**config.mk**
```make
export PLATFORM = sky130hd
export DESIGN_NAME = leaf_user_stream_fifo
export DESIGN_NICKNAME = d
export VERILOG_FILES = /design/src/rtl/leaf_user_stream_fifo.sv
export SDC_FILE = /design/constraint.sdc
export NUM_CORES = 1
export LEC_CHECK = 0
export ABC_AREA = 0
export BUFFER_PORTS_ARGS = -buffer_cell sky130_fd_sc_hd__buf_2
export CORE_UTILIZATION = 60
export CTS_BUF_LIST = sky130_fd_sc_hd__clkbuf_8 sky130_fd_sc_hd__clkbuf_16
export DETAILED_ROUTE_END_ITERATION = 6
export PLACE_DENSITY = 0.85
export SLEW_MARGIN = 20
export SYNTH_ARGS = -nofsm -noshare
export SYNTH_HDL_FRONTEND = slang
export SYNTH_SLANG_ARGS = --single-unit
```
**constraint.sdc**
```tcl
create_clock -name clk -period 7.05 [get_ports clk]
set_input_delay 0.3525 -clock clk [delete_from_list [all_inputs] [get_ports clk]]
set_output_delay 0.3525 -clock clk [all_outputs]
set_load 0.05 [all_outputs]
```
**src/rtl/leaf_user_stream_fifo.sv**
```systemverilog
// ----------------------------------------------------------------------------
// leaf_user_stream_fifo
//
// Elastic first-word-fall-through buffer between an HLS operator output
// stream (ap_vld/ap_ack) and one input port of a leaf interface wrapper.
// The operator's back-pressure is decoupled from the wrapper's acknowledge
// timing. Every output is driven straight from a register.
//
// Ports:
//   clk       in   single clock
//   reset     in   asynchronous active-low reset (0 = in reset)
//   din       in   DATA_BITS   word from the upstream operator
//   din_vld   in   1           upstream word valid
//   din_ack   out  1           buffer accepts the word this cycle (registered)
//   dout      out  DATA_BITS   head word (registered, FWFT)
//   dout_vld  out  1           head word valid
//   dout_ack  in   1           wrapper consumes the head this cycle
//   count     out  DEPTH_BITS+1  words held, head included (0..DEPTH)
// ----------------------------------------------------------------------------
module leaf_user_stream_fifo #(
    parameter int DATA_BITS  = 32,
    parameter int DEPTH_BITS = 4
) (
    input  logic                  clk,
    input  logic                  reset,
    input  logic [DATA_BITS-1:0]  din,
    input  logic                  din_vld,
    output logic                  din_ack,
    output logic [DATA_BITS-1:0]  dout,
    output logic                  dout_vld,
    input  logic                  dout_ack,
    output logic [DEPTH_BITS:0]   count
);

    localparam int DEPTH = 2 ** DEPTH_BITS;
    localparam logic [DEPTH_BITS:0]   CNT_ONE   = (DEPTH_BITS+1)'(1);
    localparam logic [DEPTH_BITS:0]   CNT_ZERO  = (DEPTH_BITS+1)'(0);
    localparam logic [DEPTH_BITS:0]   CNT_DEPTH = (DEPTH_BITS+1)'(DEPTH);
    localparam logic [DEPTH_BITS-1:0] PTR_ONE   = DEPTH_BITS'(1);
    localparam logic [DEPTH_BITS-1:0] PTR_ZERO  = DEPTH_BITS'(0);

    logic [DATA_BITS-1:0]  r_mem [DEPTH];
    logic [DEPTH_BITS-1:0] r_wr_ptr;
    logic [DEPTH_BITS-1:0] r_rd_ptr;
    logic [DEPTH_BITS:0]   r_count;
    logic                  r_din_ack;
    logic                  r_dout_vld;
    logic [DATA_BITS-1:0]  r_dout;

    logic                  w_wr;
    logic                  w_rd;
    logic [DEPTH_BITS:0]   w_count_next;
    logic [DEPTH_BITS-1:0] w_rd_ptr_inc;

    assign w_wr         = din_vld & r_din_ack;
    assign w_rd         = r_dout_vld & dout_ack;
    assign w_rd_ptr_inc = r_rd_ptr + PTR_ONE;

    // Next occupancy: a simultaneous read and write leaves it unchanged.
    always_comb begin
        w_count_next = r_count;
        case ({w_wr, w_rd})
            2'b10:   w_count_next = r_count + CNT_ONE;
            2'b01:   w_count_next = r_count - CNT_ONE;
            default: w_count_next = r_count;
        endcase
    end

    // Storage array; written only on a write transfer, never reset.
    always_ff @(posedge clk) begin
        if (w_wr) begin
            r_mem[r_wr_ptr] <= din;
        end
    end

    // Pointers, occupancy, registered acknowledge and FWFT head register.
    always_ff @(posedge clk or negedge reset) begin
        if (!reset) begin
            r_wr_ptr   <= PTR_ZERO;
            r_rd_ptr   <= PTR_ZERO;
            r_count    <= CNT_ZERO;
            r_din_ack  <= 1'b0;
            r_dout_vld <= 1'b0;
            r_dout     <= {DATA_BITS{1'b0}};
        end else begin
            r_count   <= w_count_next;
            r_din_ack <= (w_count_next < CNT_DEPTH);
            if (w_wr) begin
                r_wr_ptr <= r_wr_ptr + PTR_ONE;
            end
            if (w_rd) begin
                r_rd_ptr <= w_rd_ptr_inc;
            end
            if (w_rd) begin
                // Head consumed: the next head is either the word behind it
                // in the array, the word arriving now (count was 1), or none.
                if (w_count_next == CNT_ZERO) begin
                    r_dout_vld <= 1'b0;
                end else if (r_count == CNT_ONE) begin
                    r_dout     <= din;
                    r_dout_vld <= 1'b1;
                end else begin
                    r_dout     <= r_mem[w_rd_ptr_inc];
                    r_dout_vld <= 1'b1;
                end
            end else if (w_wr && (r_count == CNT_ZERO)) begin
                // Write into an empty buffer falls straight through to the head.
                r_dout     <= din;
                r_dout_vld <= 1'b1;
            end
        end
    end

    assign din_ack  = r_din_ack;
    assign dout     = r_dout;
    assign dout_vld = r_dout_vld;
    assign count    = r_count;

endmodule

```
# == After elaboration in Yosys (flattened, before gate mapping) ==
# Memory sizes are Yosys's and may differ from the RTL's.
# Cells that the tools add are included.
# totals
regBits,47
latchBits,0
ramBits,512
mem_bits_ro,0
input_bits,36
out_inout_bits,39
word_cells,33
memories,1
# memory_table
name,words,width,rd,rd_ports_with_merged_regs,write_ports,line_no,text
r_mem,16,32,1,0,1,42,logic [DATA_BITS-1:0] r_mem [DEPTH];
# classes
add_sub_neg,4
mul,0
n_div,0
n_lt_le_gt_ge,1
eq_ne,4
n_shift,0
n_mux,10
bitwise_logic,2
reduce_logical,5
# ops
op,n
$mux 32,4
$logic_not 5->1,2
$pmux 5 s2,1
$add 4x1->4 const B,2
$add 5x1->5 const B,1
$eq 5x1->1 const B,1
$lt 5x5->1 const B,1
$mux 1,5
$sub 5x1->5 const B,1
$and 1x1->1,2
$eq 2x1->1 const B,1
$eq 2x2->1 const B,1
$ne 2x2->1 const B,1
$reduce_and 2->1,1
$reduce_bool 2->1,1
$logic_and 1x1->1,1

# == Depth between registers and ports, before layout ==
# Gate-level depths: netlist of run 1.
# logic_depth
depth_word,6
ltp_mapped,11
mapped_depth_nobuf,9

# == Least setup slack after synthesis of run 1 ==
# OpenSTA, ideal clock, no wires.
# synth_path
path_kind,register -> register
start,register r_dout_vld (netlist: dout_vld)
end,register r_dout[10] (netlist: dout[10])
arrival_ns,2.868
required_time_ns,6.928
setup_slack_ns,4.060
stages_incl_launch_ff,10
period_less_slack_ns,2.990
cell_sequence,dfrtp_1 > nand2_1 > inv_1 > ha_1 > clkbuf_1 > nand2b_1 > o32a_1 > o41ai_4 > buf_4 > o21ai_1
# synth_between
elab_chain_len,6
# synth_rtl
element,line_no,text
from (decl),47,logic r_dout_vld;
from (signal assigned),83,r_dout_vld <= 1'b0;
from (signal assigned),98,r_dout_vld <= 1'b0;
from (signal assigned),101,r_dout_vld <= 1'b1;
$and 1x1->1 *,56,assign w_rd = r_dout_vld & dout_ack;
via w_rd,51,logic w_rd;
$eq 2x1->1 or $eq 2x2->1 (tied branches),62,"case ({w_wr, w_rd})"
$pmux 5 s2 *,62,
via w_count_next[4],52,logic [DEPTH_BITS:0] w_count_next;
$logic_not 5->1 *,97,if (w_count_next == CNT_ZERO) begin
$ne 2x2->1 (no source line) *,--,
$reduce_and 2->1 (no source line) *,--,
to (signal assigned),100,r_dout <= din;
to (signal assigned),103,r_dout <= r_mem[w_rd_ptr_inc];
to (signal assigned),108,r_dout <= din;
to (decl),48,logic [DATA_BITS-1:0] r_dout;
# The timed path passes the listed nets; every way through them passes the cells marked *.
# A chain may end at the register's enable or synchronous reset.

# == Final worst setup path of run 1 ==
# layout_path
start,register r_rd_ptr[0]
end,register r_dout[29] (netlist: dout[29])
# layout_between
elab_chain_len,5
# layout_rtl
element,line_no,text
from (decl),44,logic [DEPTH_BITS-1:0] r_rd_ptr;
from (signal assigned),92,r_rd_ptr <= w_rd_ptr_inc;
$add 4x1->4,57,assign w_rd_ptr_inc = r_rd_ptr + PTR_ONE;
via w_rd_ptr_inc[1],53,logic [DEPTH_BITS-1:0] w_rd_ptr_inc;
$mem_v2 16x32,--,
$mux 32,99,end else if (r_count == CNT_ONE) begin
$mux 32,97,
$mux 32,94,if (w_rd) begin
# The timed path passes the listed nets, and every way through them passes these cells. The select of a mux whose other input is x is not followed.

==> flow_summary.rst, run 1 <==
.. list-table::
   :header-rows: 1

   * - Metric
     - Value
   * - Total die area
     - 36800 um2
   * - VDD IR-drop max
     - 0.000420 V
   * - Worst Reg2Reg Path Length in Cells
     - 7
   * - Synth Area per Inst
     - 21.1 um2
   * - Yosys warning count
     - 0
   * - Maximum root-to-sink buffer count
     - 3
   * - Count of endpoints failing hold in the final timing report
     - 0
   * - Fmax achieved
     - 257 MHz
   * - Post-Synth XOR/XNOR Area
     - 0.324%
   * - Power per Cell Area
     - 449 nW/um2
   * - Total routed wirelength
     - 48400 um
   * - Final setup violation count
     - 0
   * - Residual DRC count
     - 0
   * - Number of library cell types mapped by synthesis
     - 39
   * - Combinational family with the most area after synthesis
     - multiplexers
   * - Leakage power summed over all cells
     - 8.24 nW
   * - Critical path launch point type
     - register
   * - Sinks on Clock Net
     - 559
   * - Antenna Violating Nets Remaining
     - 0
   * - Number of fill cells in the layout
     - 2159
   * - Maximum number of pins on one net before global-route repair
     - 72
   * - Worst hold slack after final layout
     - 0.155 ns
   * - Setup slack of the worst register-to-register path
     - 3.16 ns
   * - Clk Latency, worst-skew pair
     - 0.58 ns
   * - Worst Setup SP
     - r_rd_ptr[0]
   * - Core box area
     - 35600 um2
   * - TritonCTS clock tree
     - built
   * - Gr usage total
     - 27.3%
   * - Cts bufs inserted
     - 53
   * - Headroom to the max-slew limit
     - 21.6%
   * - Post-synthesis register bit count
     - 559
   * - First-pass GRT wire length
     - 70800 um
   * - Pins Over Slew Limit
     - 0
   * - Combinational power share
     - 35.3%
   * - Reg power frac
     - 38.9%
   * - Post-synthesis mux area share
     - 16.4%
   * - Total Power
     - 10.9 mW
   * - Vias in the first global route
     - 11319
   * - Endpoint of the lowest-slack register-to-register path
     - dout[29]
   * - Average via count per standard cell
     - 6.67
   * - Fraction of synthesized cell area taken by the top area cell type
     - 71.0%
   * - Placed wire-length estimate after detailed placement
     - 22700 um
   * - Synthesized-area fraction occupied by ao, oa, aoi and oai cells
     - 3.04%
   * - Count of buffers inserted at the top-level ports
     - 74
   * - Max-cap violations
     - 0
   * - Synthesized cell area
     - 21600 um2
   * - Level count of the clock H-tree
     - 2
   * - Setup Total Neg Slack
     - 0 ns
   * - Number of I/O pins
     - 75
   * - Internal Dissipation
     - 7.23 mW
   * - Via Count
     - 10871
   * - Switching Power
     - 3.68 mW
   * - Cell count after synthesis
     - 1026
   * - CP Capture Type
     - register
   * - Worst path arrival time
     - 4.31 ns
   * - Hold WC Path Type
     - primary input to register
   * - WHS Path Cells
     - 1
   * - Fraction of layout instances using a drive strength above 1
     - 27.4%
   * - Portion of the clock cycle consumed by the worst path in the final layout
     - 55.1%
   * - Fin nets
     - 1171
   * - Detailed-router iteration count before antenna repair
     - 5
   * - Die Y-Extent
     - 192 um
   * - WP data required
     - 7.47 ns
   * - Unrepaired setup endpoints after global routing
     - no
   * - Sequential share of the synthesized area
     - 76.5%
   * - Std cell rows
     - 69
   * - Worst slew pin tran
     - 1.18 ns
   * - Clock transition at the registers of the reported paths
     - 0.06 ns
   * - Post-place instance area
     - 22500 um2
   * - Switching Share
     - 33.7%
   * - Post-synthesis simple-gate area fraction
     - 1.79%
   * - Antenna violations before repair
     - 4
   * - Result of the run
     - finished clean
   * - Post-synthesis share of cell area spent on full adders, half adders and majority gates
     - 0.636%
   * - Maximum net fanout on the critical path
     - 71
   * - Largest cells by area after synthesis
     - sky130_fd_sc_hd__edfxtp_1, sky130_fd_sc_hd__mux4_2, sky130_fd_sc_hd__dfrtp_1, sky130_fd_sc_hd__mux2i_1, sky130_fd_sc_hd__o22ai_1
   * - Net Count, Synth
     - 1073
   * - Sequential cell area
     - 16600 um2
   * - Area of the multi-input gates
     - 4870 um2
   * - Final routed wire length divided by cell count
     - 29.7 um
   * - Category of the critical setup timing path
     - register to register
   * - Area growth from synthesis to final layout
     - 12.3%
   * - Remaining global-route overflow
     - 0
   * - Clock share of power
     - 25.8%
   * - Capturing element of the worst setup path
     - dout[29]
   * - Leading cell type in the layout, fill and taps excluded
     - sky130_fd_sc_hd__edfxtp_1
   * - Leading cell types in the layout, fill and taps excluded
     - sky130_fd_sc_hd__edfxtp_1, sky130_fd_sc_hd__mux4_2, sky130_fd_sc_hd__buf_2, sky130_fd_sc_hd__mux2i_1, sky130_fd_sc_hd__clkbuf_16
   * - Starting DRT DRC Count
     - 1402
   * - Post-CTS setup-driven buffer insertion count
     - 0
   * - Top cell type by total area after synthesis
     - sky130_fd_sc_hd__edfxtp_1
   * - Final period demand of the worst path
     - 3.89 ns
   * - Initial standard-cell utilization of the core
     - 60.9%
   * - Critical register-to-register path startpoint
     - r_rd_ptr[0]
   * - Width of the die
     - 192 um
   * - Cell chosen for the clock root
     - sky130_fd_sc_hd__clkbuf_16
   * - Final std cell area, no fill
     - 24300 um2
   * - Setup Skew
     - 0.0184 ns
   * - GPL Wtd Cong
     - 0.780
-- kinds of logic (layout without fill, tap and decap cells) --
family	after synthesis	after routing
flip-flops	559	559
multiplexers	195	195
AO/OA/AOI/OAI	113	113
AND/OR/NAND/NOR	80	80
buffers and inverters	60	200
adder cells (fa/ha/maj)	11	11
XOR/XNOR	8	8
other	0	3
-- critical path, cell delays in order (launching register included) --
cell                      delay [ns]
sky130_fd_sc_hd__dfrtp_4        0.88
sky130_fd_sc_hd__ha_4           0.93
sky130_fd_sc_hd__buf_4          0.83
sky130_fd_sc_hd__mux4_2         0.45
sky130_fd_sc_hd__mux2i_1        0.17
sky130_fd_sc_hd__o22ai_1        0.12
sky130_fd_sc_hd__a21oi_1        0.24
sky130_fd_sc_hd__o21ai_1        0.09
-- per-stage QoR --
| step | utilization [%] | worst slack, ns | instances |
|---|---|---|---|
| floorplan | - | 4.06 | 1026 |
| global placement | 63.4 | 3.25 | 1528 |
| detailed placement | 63.4 | 3.16 | 1528 |
| CTS | 68.2 | 3.12 | 1626 |
| global route | 68.3 | 2.93 | 1629 |
| finish | 68.3 | 3.16 | 1630 |
-- area by class of cell --
class / instances / share of cell area (%)
flip-flops and latches: 559 / 68.1
multi-input cells: 407 / 20.0
clock buffers: 53 / 5.46
well taps: 461 / 2.37
repair buffers: 95 / 2.23
clock inverters: 44 / 1.63
inverters: 8 / 0.124
diodes: 3 / 0.0309
-- power by group through the flow --
stage | Clock, mW | Sequential [mW] | Combinational, mW
after floorplan | 0 | 4.54 | 2.60
after detailed placement | 0 | 4.30 | 3.80
after global placement | 0 | 4.28 | 3.68
final | 2.81 | 4.24 | 3.86
after global routing | 2.95 | 4.28 | 4.09
after CTS | 2.83 | 4.25 | 3.87
-- repair_timing --
action / in CTS / in global routing
gates resized for setup: 0 / 0
hold buffers: 1 / 0
endpoints found under the hold margin: 47 / 0
-- synthesized netlist by cell type (all sizes together) --
cell type and instances:
a21boi 1, a21oi 34, a22oi 1, a2bb2oi 1, a31o 1, a31oi 1
and2 12, and3 5, buf 25, clkbuf 27, dfrtp 47, edfxtp 512
ha 11, inv 8, mux2 1, mux2i 66, mux4 128, nand2 43
nand2b 2, nand3 3, nand4 2, nand4bb 1, nor2 4, nor2b 3
nor3 3, nor3b 1, o211ai 1, o21ai 36, o22ai 32, o31a 1
o31ai 2, o32a 1, o41ai 1, or4bb 1, xnor2 6, xor2 2
-- sequential cells by signal, summed over array words and instances (netlist names) --
signal and count:
r_mem 512, dout 32, count 5, r_rd_ptr 4, r_wr_ptr 4, din_ack 1
dout_vld 1
-- per-layer routing --
layer | share of wire [%] | track usage [%] | wire length, um | vias to the layer above
met3 | 8.0 | 4.71 | 3890 | 104
met1 | 38 | 36.9 | 18500 | 5727
li1 | - | - | - | 4426
met4 | 2.7 | 9.46 | 1300 | 2
met5 | 0.017 | 0 | 8 | -
met2 | 51 | 45.3 | 24700 | 612
-- worst min-delay path by stage --
stage / from / endpoint
finish: din[18] / r_mem[0][18]
floorplan: reset / count[0]
global placement: dout[4] / dout[4]
global route: din[23] / r_mem[11][23]
detailed placement: dout[9] / dout[9]
CTS: din[21] / r_mem[3][21]
Power figures use the tool's default switching activity.
==> run 2: changes to the inputs <==
--- a/config.mk
+++ b/config.mk
@@ -5,12 +5,12 @@
 export SDC_FILE = /design/constraint.sdc
 export NUM_CORES = 1
 export LEC_CHECK = 0
-export ABC_AREA = 0
+export ABC_AREA = 1
 export BUFFER_PORTS_ARGS = -buffer_cell sky130_fd_sc_hd__buf_2
-export CORE_UTILIZATION = 60
+export CORE_UTILIZATION = 56
 export CTS_BUF_LIST = sky130_fd_sc_hd__clkbuf_8 sky130_fd_sc_hd__clkbuf_16
 export DETAILED_ROUTE_END_ITERATION = 6
-export PLACE_DENSITY = 0.85
+export PLACE_DENSITY = 0.84
 export SLEW_MARGIN = 20
 export SYNTH_ARGS = -nofsm -noshare
 export SYNTH_HDL_FRONTEND = slang
==> constraint.sdc (replaced) <==
create_clock -name clk -period 3.5 [get_ports clk]
set_input_delay 0.175 -clock clk [delete_from_list [all_inputs] [get_ports clk]]
set_output_delay 0.175 -clock clk [all_outputs]
set_load 0.05 [all_outputs]
==> flow_summary.rst, run 2 <==
.. list-table::
   :header-rows: 1

   * - Metric
     - Value
   * - Result of the run
     - finished clean
   * - Sequential share of the synthesized area
     - 67.6% (-8.9 points)
   * - GPL Wtd Cong
     - 0.891 (+14%)
   * - Cell chosen for the clock root
     - sky130_fd_sc_hd__clkbuf_16
   * - Dominant register cell in the synthesized netlist
     - sky130_fd_sc_hd__edfxtp_1
   * - Largest cells by area after synthesis
     - sky130_fd_sc_hd__edfxtp_1, sky130_fd_sc_hd__nand2_1, sky130_fd_sc_hd__nand3_1, sky130_fd_sc_hd__inv_1, sky130_fd_sc_hd__dfrtp_1
   * - Count of buffers inserted at the top-level ports
     - 74 (unchanged)
   * - Post-place instance area
     - 25700 um2 (+14%)
   * - Count of cells resized by post-cts repair
     - 0 (unchanged)
   * - Pins Over Slew Limit
     - 0 (unchanged)
   * - Level count of the clock H-tree
     - 2 (unchanged)
   * - Worst slew pin tran
     - 0.896 ns (-0.280 ns)
   * - Average via count per standard cell
     - 5.65 (-15%)
   * - Final period demand of the worst path
     - 2.90 ns (-0.991 ns)
   * - Synth Area per Inst
     - 10.0 um2 (-52%)
   * - Gr usage total
     - 28.5% (+1.3 points)
   * - Fraction of layout instances using a drive strength above 1
     - 8.89% (-18 points)
   * - Sinks on Clock Net
     - 559 (unchanged)
   * - CP Capture Type
     - register
   * - Headroom to the max-slew limit
     - 40.3% (+19 points)
   * - WP data required
     - 4.03 ns (-3.44 ns)
   * - Critical path launch point type
     - register
   * - Placed wire-length estimate after detailed placement
     - 32400 um (+43%)
   * - Fin nets
     - 2578 (+120%)
   * - Starting DRT DRC Count
     - 2550 (+82%)
   * - Fraction of synthesized cell area taken by the top area cell type
     - 62.8% (-8.3 points)
   * - Post-synthesis register bit count
     - 559 (unchanged)
   * - Number of library cell types mapped by synthesis
     - 26 (-33%)
   * - Worst path arrival time
     - 3.42 ns (-0.89 ns)
   * - Net Count, Synth
     - 2488 (+130%)
   * - Worst path cell trace
     - nand2_1, clkinv_1, ha_1, o21ai_0, nand2_1, nor2_1, nand2_1, nor2_1, nand3_2, nand2_2, buf_12, nand2_1, nand2_1
   * - Setup Skew
     - 0.0199 ns (+0.00154 ns)
   * - Final std cell area, no fill
     - 27800 um2 (+14%)
   * - Hold WC Path Type
     - primary input to register
   * - Fmax achieved
     - 345 MHz (+34%)
   * - Vias in the first global route
     - 17583 (+55%)
   * - VDD IR-drop max
     - 0.00160 V (+280%)
   * - Number of enable-type register cells in the synthesized netlist
     - 512 (unchanged)
   * - Synth top cells by count
     - sky130_fd_sc_hd__nand2_1, sky130_fd_sc_hd__edfxtp_1, sky130_fd_sc_hd__nand3_1
   * - Portion of the clock cycle consumed by the worst path in the final layout
     - 82.8% (+28 points)
   * - Top cell type by total area after synthesis
     - sky130_fd_sc_hd__edfxtp_1
   * - Die Y-Extent
     - 211 um (+10%)
   * - TritonCTS clock tree
     - built
   * - Antenna Violating Nets Remaining
     - 0 (unchanged)
   * - Number of I/O pins
     - 75 (unchanged)
   * - Largest Register
     - r_mem
   * - Post-synthesis async set-or-reset flop share
     - 8.41% (unchanged)
   * - Most numerous cell on the critical path
     - sky130_fd_sc_hd__nand2_1
   * - Via Count
     - 17861 (+64%)
   * - Total die area
     - 44600 um2 (+21%)
   * - Leakage power summed over all cells
     - 12.3 nW (+49%)
   * - Yosys warning count
     - 0 (unchanged)
   * - Core box area
     - 43100 um2 (+21%)
   * - Library cell with the highest instance count after synthesis
     - sky130_fd_sc_hd__nand2_1
   * - Total Power
     - 24.5 mW (+120%)
   * - Synthesized cell area
     - 24500 um2 (+13%)
   * - Power per Cell Area
     - 882 nW/um2 (+96%)
   * - Cell count after synthesis
     - 2441 (+140%)
   * - Width of the die
     - 211 um (+10%)
   * - Std cell rows
     - 76 (+10%)
   * - Max FFs per register
     - 512 (unchanged)
   * - Final routed wire length divided by cell count
     - 19.8 um (-33%)
   * - Top Family by Delay on Critical Path
     - simple AND/OR/NAND/NOR gates
   * - Clk Latency, worst-skew pair
     - 0.60 ns (+0.02 ns)
   * - Total routed wirelength
     - 62600 um (+29%)
   * - Clock transition at the registers of the reported paths
     - 0.06 ns (about the same)
   * - Cts bufs inserted
     - 54 (+1.9%)
   * - Number of fill cells in the layout
     - 3042 (+41%)
   * - Remaining global-route overflow
     - 0 (unchanged)
   * - Residual DRC count
     - 0 (unchanged)
   * - Leading cell types in the layout, fill and taps excluded
     - sky130_fd_sc_hd__nand2_1, sky130_fd_sc_hd__edfxtp_1, sky130_fd_sc_hd__nand3_1, sky130_fd_sc_hd__inv_1, sky130_fd_sc_hd__buf_2
   * - Antenna violations before repair
     - 2 (-2)
   * - Maximum net fanout on the critical path
     - 18 (-75%)
   * - Maximum number of pins on one net before global-route repair
     - 134 (+86%)
   * - Detailed-router iteration count before antenna repair
     - 6 (+1)
   * - Count of endpoints failing hold in the final timing report
     - 0 (unchanged)
   * - Initial standard-cell utilization of the core
     - 56.9% (-4.0 points)
   * - Unrepaired setup endpoints after global routing
     - no
   * - Max stage delay cell, worst path
     - sky130_fd_sc_hd__dfrtp_1
   * - Maximum root-to-sink buffer count
     - 3 (unchanged)
   * - Max-cap violations
     - 0 (unchanged)
   * - Final core utilization
     - 64.5% (-3.8 points)
   * - Slowest stage delay, CP
     - 0.38 ns (-0.55 ns)
   * - First-pass GRT wire length
     - 96700 um (+37%)
   * - Area growth from synthesis to final layout
     - 13.5%
   * - Final setup violation count
     - 0 (unchanged)
   * - Total buffers and inverters traversed by the critical path
     - 2 (+1)
   * - Leading cell type in the layout, fill and taps excluded
     - sky130_fd_sc_hd__nand2_1
   * - Category of the critical setup timing path
     - register to register
[run 2: changes by cell type in the layout (fill, tap and decap cells not counted), sizes merged, moves of 10 or more]
| cell | before | now |
|---|---|---|
| nand2 | 43 | 870 |
| and2 | 12 | 0 |
| clkinv | 25 | 13 |
| clkbuf | 53 | 63 |
| o22ai | 32 | 0 |
| o21ai | 36 | 9 |
| mux4 | 128 | 0 |
| buf | 94 | 121 |
| a21oi | 34 | 0 |
| mux2i | 66 | 0 |
| nand3 | 3 | 432 |
| nor2 | 4 | 19 |
| inv | 19 | 426 |
| dlygate4sd3 | 1 | 34 |
[run 2: through the flow]
stage	cells	hold slack (ns)	TNS (ns)	setup slack, ns
after floorplan	2441	-0.121	-6.75	-0.105
after global placement	3026	0.301	0	0.884
after detailed placement	3026	0.320	0	0.747
after CTS	3162	0.102	0	0.679
after global routing	3163	0.128	0	0.374
final	3163	0.135	0	0.603
[run 2: final timing paths]
kind | startpoint | endpoint | slack [ns] | depth (start not counted)
min | din_vld | r_wr_ptr[0] | 0.13 | 3
min reg2reg | dout[22] | dout[22] | 0.48 | 2
min in group asynchronous | reset | dout[19] | 0.28 | 2
max in group asynchronous | reset | dout[14] | 2.37 | 3
max reg2reg | din_ack | dout[15] | 0.60 | 13
max | din_ack | dout[15] | 0.60 | 13
[run 2: tightest hold or removal path: cells and delay by family]
kind,cells,cell delay [ns]
buffers and inverters,1,0.10
AND/OR/NAND/NOR,1,0.29
XOR/XNOR,1,0.11
[run 2: power by group]
| group | internal, mW | switching [mW] | total [mW] |
|---|---|---|---|
| Clock | 3.42 | 2.44 | 5.85 |
| Combinational | 2.91 | 7.43 | 10.3 |
| Sequential | 7.94 | 0.395 | 8.33 |
[run 2: final cells by class]
cell class                      instances  area (um2)  share of cell area, %
Clock buffer                           63        1510                   5.43
Sequential cell                       559       16600                   59.5
Antenna cell                            1        2.50                0.00900
Multi-Input combinational cell       1354        6000                   21.6
Timing Repair Buffer                  155        1180                   4.23
Inverter                              407        1540                   5.52
Clock inverter                         39         294                   1.06
Tap cell                              585         732                   2.63
[run 2: what timing repair did]
item                      CTS  global route
hold endpoints to repair  544             0
hold buffers               34             0
setup buffers               0             0
[run 2: routing by layer]
layer / share of wire [%] / track usage, % / wire length (um) / vias up
li1: - / - / - / 8034
met1: 36 / 36.6 / 22400 / 8367
met2: 49 / 47.4 / 30600 / 1207
met3: 10 / 4.71 / 6570 / 253
met4: 4.8 / 14.1 / 2990 / 0
met5: 0 / 0 / 0 / -
[run 2: kinds of logic after synthesis]
logic type | after synthesis | synth area share, %
adders and majority gates | 11 | 0.562
buffers and inverters | 528 | 8.63
and+or+nand+nor | 1326 | 22.6
AOI/OAI and AO/OA | 9 | 0.184
DFF | 559 | 67.6
xor gates and xnor gates | 8 | 0.424
